<file path="config.mk">
export PLATFORM = sky130hd
export DESIGN_NAME = stoat_wb_arbiter
export DESIGN_NICKNAME = d
export VERILOG_FILES = /design/src/rtl/stoat_arb_pkg.sv /design/src/rtl/stoat_wb_txn_counter.sv /design/src/rtl/stoat_wb_arbiter.sv
export SDC_FILE = /design/constraint.sdc
export NUM_CORES = 1
export LEC_CHECK = 0
export CAP_MARGIN = 20
export CORE_AREA = 4 4 108 110
export CTS_CLUSTER_SIZE = 24
export DETAILED_ROUTE_END_ITERATION = 10
export DIE_AREA = 0 0 112 114
export GPL_ROUTABILITY_DRIVEN = 0
export GPL_TIMING_DRIVEN = 1
export SLEW_MARGIN = 30
export SYNTH_ARGS = -nofsm -noshare
export SYNTH_HDL_FRONTEND = slang
export SYNTH_SLANG_ARGS = --single-unit
</file>
<file path="constraint.sdc">
create_clock -name i_clk -period 5.4 [get_ports i_clk]
set_clock_uncertainty 0.2 [all_clocks]
set_input_delay 1.35 -clock i_clk [delete_from_list [all_inputs] [get_ports i_clk]]
set_output_delay 1.35 -clock i_clk [all_outputs]
set_load 0.02 [all_outputs]
</file>
<file path="src/rtl/stoat_arb_pkg.sv">
// Shared types for the stoat Wishbone arbiter: grant state encoding and the
// fixed ibus byte-select.
package stoat_arb_pkg;

    typedef enum logic [1:0] {
        ARB_IDLE  = 2'd0,
        ARB_GNT_I = 2'd1,
        ARB_GNT_D = 2'd2
    } arb_state_t;

    localparam logic [3:0] ARB_IBUS_SEL = 4'hF;

endpackage

</file>
<file path="src/rtl/stoat_wb_txn_counter.sv">
// Saturating up/down count of accepted-but-unacked bus requests; the clear
// input drops everything in flight when a grant is released.
module stoat_wb_txn_counter #(
    parameter  int MAX_COUNT = 4,
    localparam int CW        = $clog2(MAX_COUNT + 1)
) (
    input  logic          i_clk,
    input  logic          i_rst,
    input  logic          i_clr,
    input  logic          i_inc,
    input  logic          i_dec,
    output logic [CW-1:0] o_cnt,
    output logic          o_full,
    output logic          o_empty
);

    localparam logic [CW-1:0] MAX_CNT = CW'(MAX_COUNT);

    logic [CW-1:0] cnt;

    assign o_cnt   = cnt;
    assign o_full  = (cnt == MAX_CNT);
    assign o_empty = (cnt == '0);

    // Simultaneous inc and dec cancel; the ends saturate instead of wrapping.
    always_ff @(posedge i_clk) begin
        if (i_rst || i_clr) begin
            cnt <= '0;
        end else if (i_inc && !i_dec && !o_full) begin
            cnt <= cnt + CW'(1);
        end else if (i_dec && !i_inc && !o_empty) begin
            cnt <= cnt - CW'(1);
        end
    end

endmodule

</file>
<file path="src/rtl/stoat_wb_arbiter.sv">
// Two-master (ibus read-only, dbus read-write) to one-slave pipelined Wishbone
// arbiter. Define STOAT_ARB_ROUND_ROBIN_EN for round-robin tie breaking.
module stoat_wb_arbiter
    import stoat_arb_pkg::*;
#(
    parameter int MAX_OUTSTANDING = 4
) (
    input  logic        i_clk,
    input  logic        i_rst,
    input  logic        i_ibus_cyc,
    input  logic        i_ibus_stb,
    input  logic [31:0] i_ibus_addr,
    output logic        o_ibus_ack,
    output logic        o_ibus_stall,
    output logic [31:0] o_ibus_data_miso,
    input  logic        i_dbus_cyc,
    input  logic        i_dbus_stb,
    input  logic        i_dbus_we,
    input  logic [3:0]  i_dbus_sel,
    input  logic [31:0] i_dbus_addr,
    input  logic [31:0] i_dbus_data_mosi,
    output logic        o_dbus_ack,
    output logic        o_dbus_stall,
    output logic [31:0] o_dbus_data_miso,
    output logic        o_mem_cyc,
    output logic        o_mem_stb,
    output logic        o_mem_we,
    output logic [3:0]  o_mem_sel,
    output logic [31:0] o_mem_addr,
    output logic [31:0] o_mem_data_mosi,
    input  logic        i_mem_ack,
    input  logic        i_mem_stall,
    input  logic [31:0] i_mem_data_miso
);

    localparam int CW = $clog2(MAX_OUTSTANDING + 1);

    arb_state_t    state, state_nxt;
    logic [CW-1:0] cnt;
    logic          cnt_full, cnt_empty;
    logic          accept, ack_valid, release_gnt;
    logic          pick_d;

`ifdef STOAT_ARB_ROUND_ROBIN_EN
    logic last_d;

    // On a tie, favour whichever master was not served last.
    assign pick_d = i_dbus_cyc && (!i_ibus_cyc || !last_d);

    always_ff @(posedge i_clk) begin
        if (i_rst) begin
            last_d <= 1'b0;
        end else if (state == ARB_IDLE && state_nxt != ARB_IDLE) begin
            last_d <= (state_nxt == ARB_GNT_D);
        end
    end
`else
    assign pick_d = i_dbus_cyc;
`endif

    always_ff @(posedge i_clk) begin
        if (i_rst) begin
            state <= ARB_IDLE;
        end else begin
            state <= state_nxt;
        end
    end

    // A grant is held until its owner drops cyc; handover always goes via IDLE.
    always_comb begin
        state_nxt = state;
        case (state)
            ARB_IDLE: begin
                if (pick_d) begin
                    state_nxt = ARB_GNT_D;
                end else if (i_ibus_cyc) begin
                    state_nxt = ARB_GNT_I;
                end
            end
            ARB_GNT_I: if (!i_ibus_cyc) state_nxt = ARB_IDLE;
            ARB_GNT_D: if (!i_dbus_cyc) state_nxt = ARB_IDLE;
            default:   state_nxt = ARB_IDLE;
        endcase
    end

    always_comb begin
        o_mem_cyc       = 1'b0;
        o_mem_stb       = 1'b0;
        o_mem_we        = 1'b0;
        o_mem_sel       = 4'h0;
        o_mem_addr      = 32'h0;
        o_mem_data_mosi = 32'h0;
        o_ibus_stall    = 1'b1;
        o_dbus_stall    = 1'b1;
        o_ibus_ack      = 1'b0;
        o_dbus_ack      = 1'b0;
        case (state)
            ARB_GNT_I: begin
                o_mem_cyc    = i_ibus_cyc;
                o_mem_stb    = i_ibus_stb && !cnt_full;
                o_mem_sel    = ARB_IBUS_SEL;
                o_mem_addr   = i_ibus_addr;
                o_ibus_stall = i_mem_stall || cnt_full;
                o_ibus_ack   = i_mem_ack && i_ibus_cyc && !cnt_empty;
            end
            ARB_GNT_D: begin
                o_mem_cyc       = i_dbus_cyc;
                o_mem_stb       = i_dbus_stb && !cnt_full;
                o_mem_we        = i_dbus_we;
                o_mem_sel       = i_dbus_sel;
                o_mem_addr      = i_dbus_addr;
                o_mem_data_mosi = i_dbus_data_mosi;
                o_dbus_stall    = i_mem_stall || cnt_full;
                o_dbus_ack      = i_mem_ack && i_dbus_cyc && !cnt_empty;
            end
            default: ;
        endcase
    end

    assign o_ibus_data_miso = i_mem_data_miso;
    assign o_dbus_data_miso = i_mem_data_miso;

    assign accept      = o_mem_stb && !i_mem_stall;
    assign ack_valid   = o_ibus_ack || o_dbus_ack;
    assign release_gnt = (state == ARB_GNT_I && !i_ibus_cyc) ||
                         (state == ARB_GNT_D && !i_dbus_cyc);

    stoat_wb_txn_counter #(
        .MAX_COUNT (MAX_OUTSTANDING)
    ) u_txn_cnt (
        .i_clk   (i_clk),
        .i_rst   (i_rst),
        .i_clr   (release_gnt),
        .i_inc   (accept),
        .i_dec   (ack_valid),
        .o_cnt   (cnt),
        .o_full  (cnt_full),
        .o_empty (cnt_empty)
    );

endmodule

</file>
==> run_results.csv <==
group,metric,value,unit
place,dp_hpwl,5.643,mm
floorplanning,initial_utilization,15.47,%
cells_and_area,nNetsFinal,493,
sta,timing.hold.ws,366.7,ps
outcome,status,"finished, final reports clean",
drt,drtPass1Iterations,4,
cells_and_area,layout_common_cells,"183 x clkdlybuf4s50_1, 37 x nor2b_1, 34 x and2_1, 33 x a22oi_1",
cells_and_area,antenna_cells,0,
floorplanning,die_width,112,um
sta,setup_viol,0,
synthesis,synthFlopType,"dfxtp_1",
synthesis,ys_ff_latch,5,
synthesis,synth.avg_cell_area,7.044,sq um
sta,fin_crit_sh,81.85,%
cells_and_area,areaGrowthSynthToFinish,92.89,%
power_and_ir_drop,p_leak,1.062,nW
clock_network,h-tree-depth,1,
floorplanning,die_h,114,um
grt,grt_pass1_vias,1911,
critical_path,rr_startpoint,"state[1]",
cells_and_area,layout_commonest_cell,"clkdlybuf4s50_1",
sta,period_minus_slack,4420,ps
grt,grtUsageTotal,9.372,%
grt,grt.overflow.total,0,
power_and_ir_drop,fin_total_pwr,0.4242,mW
synthesis,synth-edff-count,0,
synthesis,synth_fp_nets,381,
cells_and_area,utilization,29.85,%
min_path,hold_end,"state[0]",
clock_network,root_buffer,"clkbuf_8",
critical_path,worstSetupStartpointType,"primary input",
power_and_ir_drop,peakVddDrop,55.87,uV
cells_and_area,fill_cells,1141,
synthesis,yosysWarnings,0,
sta,rsz0062_at_grt,"false",
synthesis,synthArstFlopShare,0,%
synthesis,netlist_instances,235,
synthesis,synth.distinct_cells,27,
floorplanning,core,0.01070,sq mm
power_and_ir_drop,pwr-share-seq,10.4,%
drt,drt_iter0_drc,53,
power_and_ir_drop,power_density,132.9,mW/mm^2
min_path,holdPathStages,2,
critical_path,worstRegToRegCells,9,
critical_path,worstPathArrival,2870,ps
drt,detail-route-antenna-nets,0,
drt,viasPerCell,3.907,
min_path,hold_start,"state[0]",
clock_network,cts_buffers,3,
sta,fmax,0.2263,GHz
clock_network,cts_tree,"yes",
drt,vias,1899,
clock_network,post_cts_buffers,0,
cells_and_area,drive_above_1_share,2.890,%
flow_run,maxCapViolations,0,
clock_network,insertion_delay,220,ps
critical_path,crit_start,"i_ibus_cyc",
min_path,hold_class,"reg -> reg",
drt,drc,0,
place,port_buffers,183,
grt,grt_max_degree,40,
floorplanning,die_area,0.01277,sq mm
power_and_ir_drop,p_int,0.2670,mW
sta,slew_violations,0,
floorplanning,num_rows,38,
grt,grt_pass1_wl,9.763,mm
sta,relSlewSlack,65.17,%
sta,tns,0,ps
critical_path,rrSetupSlack,2310,ps
grt,antenna_found_initial,0,
floorplanning,io_pins,280,
clock_network,clkTransAtPathRegs,40,ps
drt,wire_per_inst,14.16,um
critical_path,worstSetupPathType,"in -> out",
synthesis,synth_area,0.001655,sq mm
synthesis,synth_seq_area_share,6.047,%
sta,hold_viol_final,0,
critical_path,cp-end-kind,"output pin",
power_and_ir_drop,p_sw,0.1573,mW
critical_path,crit_fanout,5,
clock_network,cts_sinks,5,
clock_network,clk_path_buf_depth,2,
sta,worstMarginPinSlew,517.0,ps
power_and_ir_drop,p_comb_share,73.3,%
drt,wl,6.884,mm
critical_path,r2r-end,"u_txn_cnt.o_cnt[2]",
clock_network,cts_resized,0,
critical_path,worstPathRequired,3850,ps
cells_and_area,final_area,0.003193,sq mm
place,placed_area,0.003148,sq mm
power_and_ir_drop,pwr-share-clk,16.4,%
power_and_ir_drop,swShare,37.07,%
clock_network,postCtsHoldBufs,0,
==> state kept, by name, indices dropped and copies added (netlist names) <==
register,count
state,2
u_txn_cnt.o_cnt,3
==> how the worst max path moves through the flow <==
| stage | slack, ps | cells past startpoint | end |
|---|---|---|---|
| final | 980 | 4 | o_mem_cyc |
| after global placement | 940 | 4 | o_mem_cyc |
| after global routing | 870 | 4 | o_mem_cyc |
| after floorplan | 1840 | 2 | o_mem_stb |
| after CTS | 940 | 4 | o_mem_cyc |
| after detailed placement | 940 | 4 | o_mem_cyc |
==> through the flow <==
stage               worst slack [ps]  instances
floorplan                       1837        235
global route                   869.4        486
global placement               941.5        482
detailed placement             944.2        482
CTS                            944.1        486
finish                         980.2        486
==> layer usage <==
layer	GRT usage, %	wire length (um)	up-vias
li1	-	-	942
met1	10.46	2628	853
met2	16.83	3565	90
met3	3.024	590	14
met4	3.205	100	0
met5	0	0	-
==> cell type report <==
cell class	instances	area (sq um)	share of cell area [%]
Clock buffer	4	45.04	1.411
Inverter	5	18.77	0.5878
Multi-Input combinational cell	145	992.2	31.07
Sequential cell	5	100.1	3.135
Tap cell	140	175.2	5.486
Timing Repair Buffer	187	1862	58.31
==> cells by family (layout without fill, tap and decap cells) <==
| kind of cell | after synthesis | in the layout | synth area share [%] |
|---|---|---|---|
| AO/OA/AOI/OAI | 46 | 46 | 19.58 |
| AND/OR/NAND/NOR | 91 | 91 | 34.39 |
| XOR/XNOR | 1 | 1 | 0.5292 |
| adder cells (fa/ha/maj) | 5 | 5 | 4.233 |
| buffers and inverters | 85 | 196 | 34.01 |
| flip-flops | 5 | 5 | 6.047 |
| multiplexers | 2 | 2 | 1.209 |
==> synth_stat cells (2+ instances only) <==
master	instances	area share, %
buf_4	65	29
nor2b_1	37	14
and2_1	34	13
a22oi_1	33	15
clkbuf_1	13	2.9
a21oi_1	6	1.8
nor2_1	6	1.4
dfxtp_1	5	6.0
inv_1	5	1.1
nand2_1	5	1.1
ha_1	4	3.0
o21ai_0	3	0.91
buf_1	2	0.45
mux2i_1	2	1.2
nor3_1	2	0.60
nor3b_1	2	0.91
==> power groups by stage <==
stage / Combinational [mW] / Clock (mW) / Sequential, mW
4_1_cts: 0.317 / 0.0703 / 0.0439
3_3_place_gp: 0.314 / 0 / 0.0441
2_1_floorplan: 0.215 / 0 / 0.0435
3_5_place_dp: 0.316 / 0 / 0.0444
6_report: 0.311 / 0.0694 / 0.0439
5_1_grt: 0.335 / 0.0740 / 0.0443
==> critical path: stages <==
cell	delay, ps
clkdlybuf4s50_1	470
a22oi_1	370
nor2b_1	100
clkdlybuf4s50_1	570
Note: power is estimated with default switching activity, not from simulation.
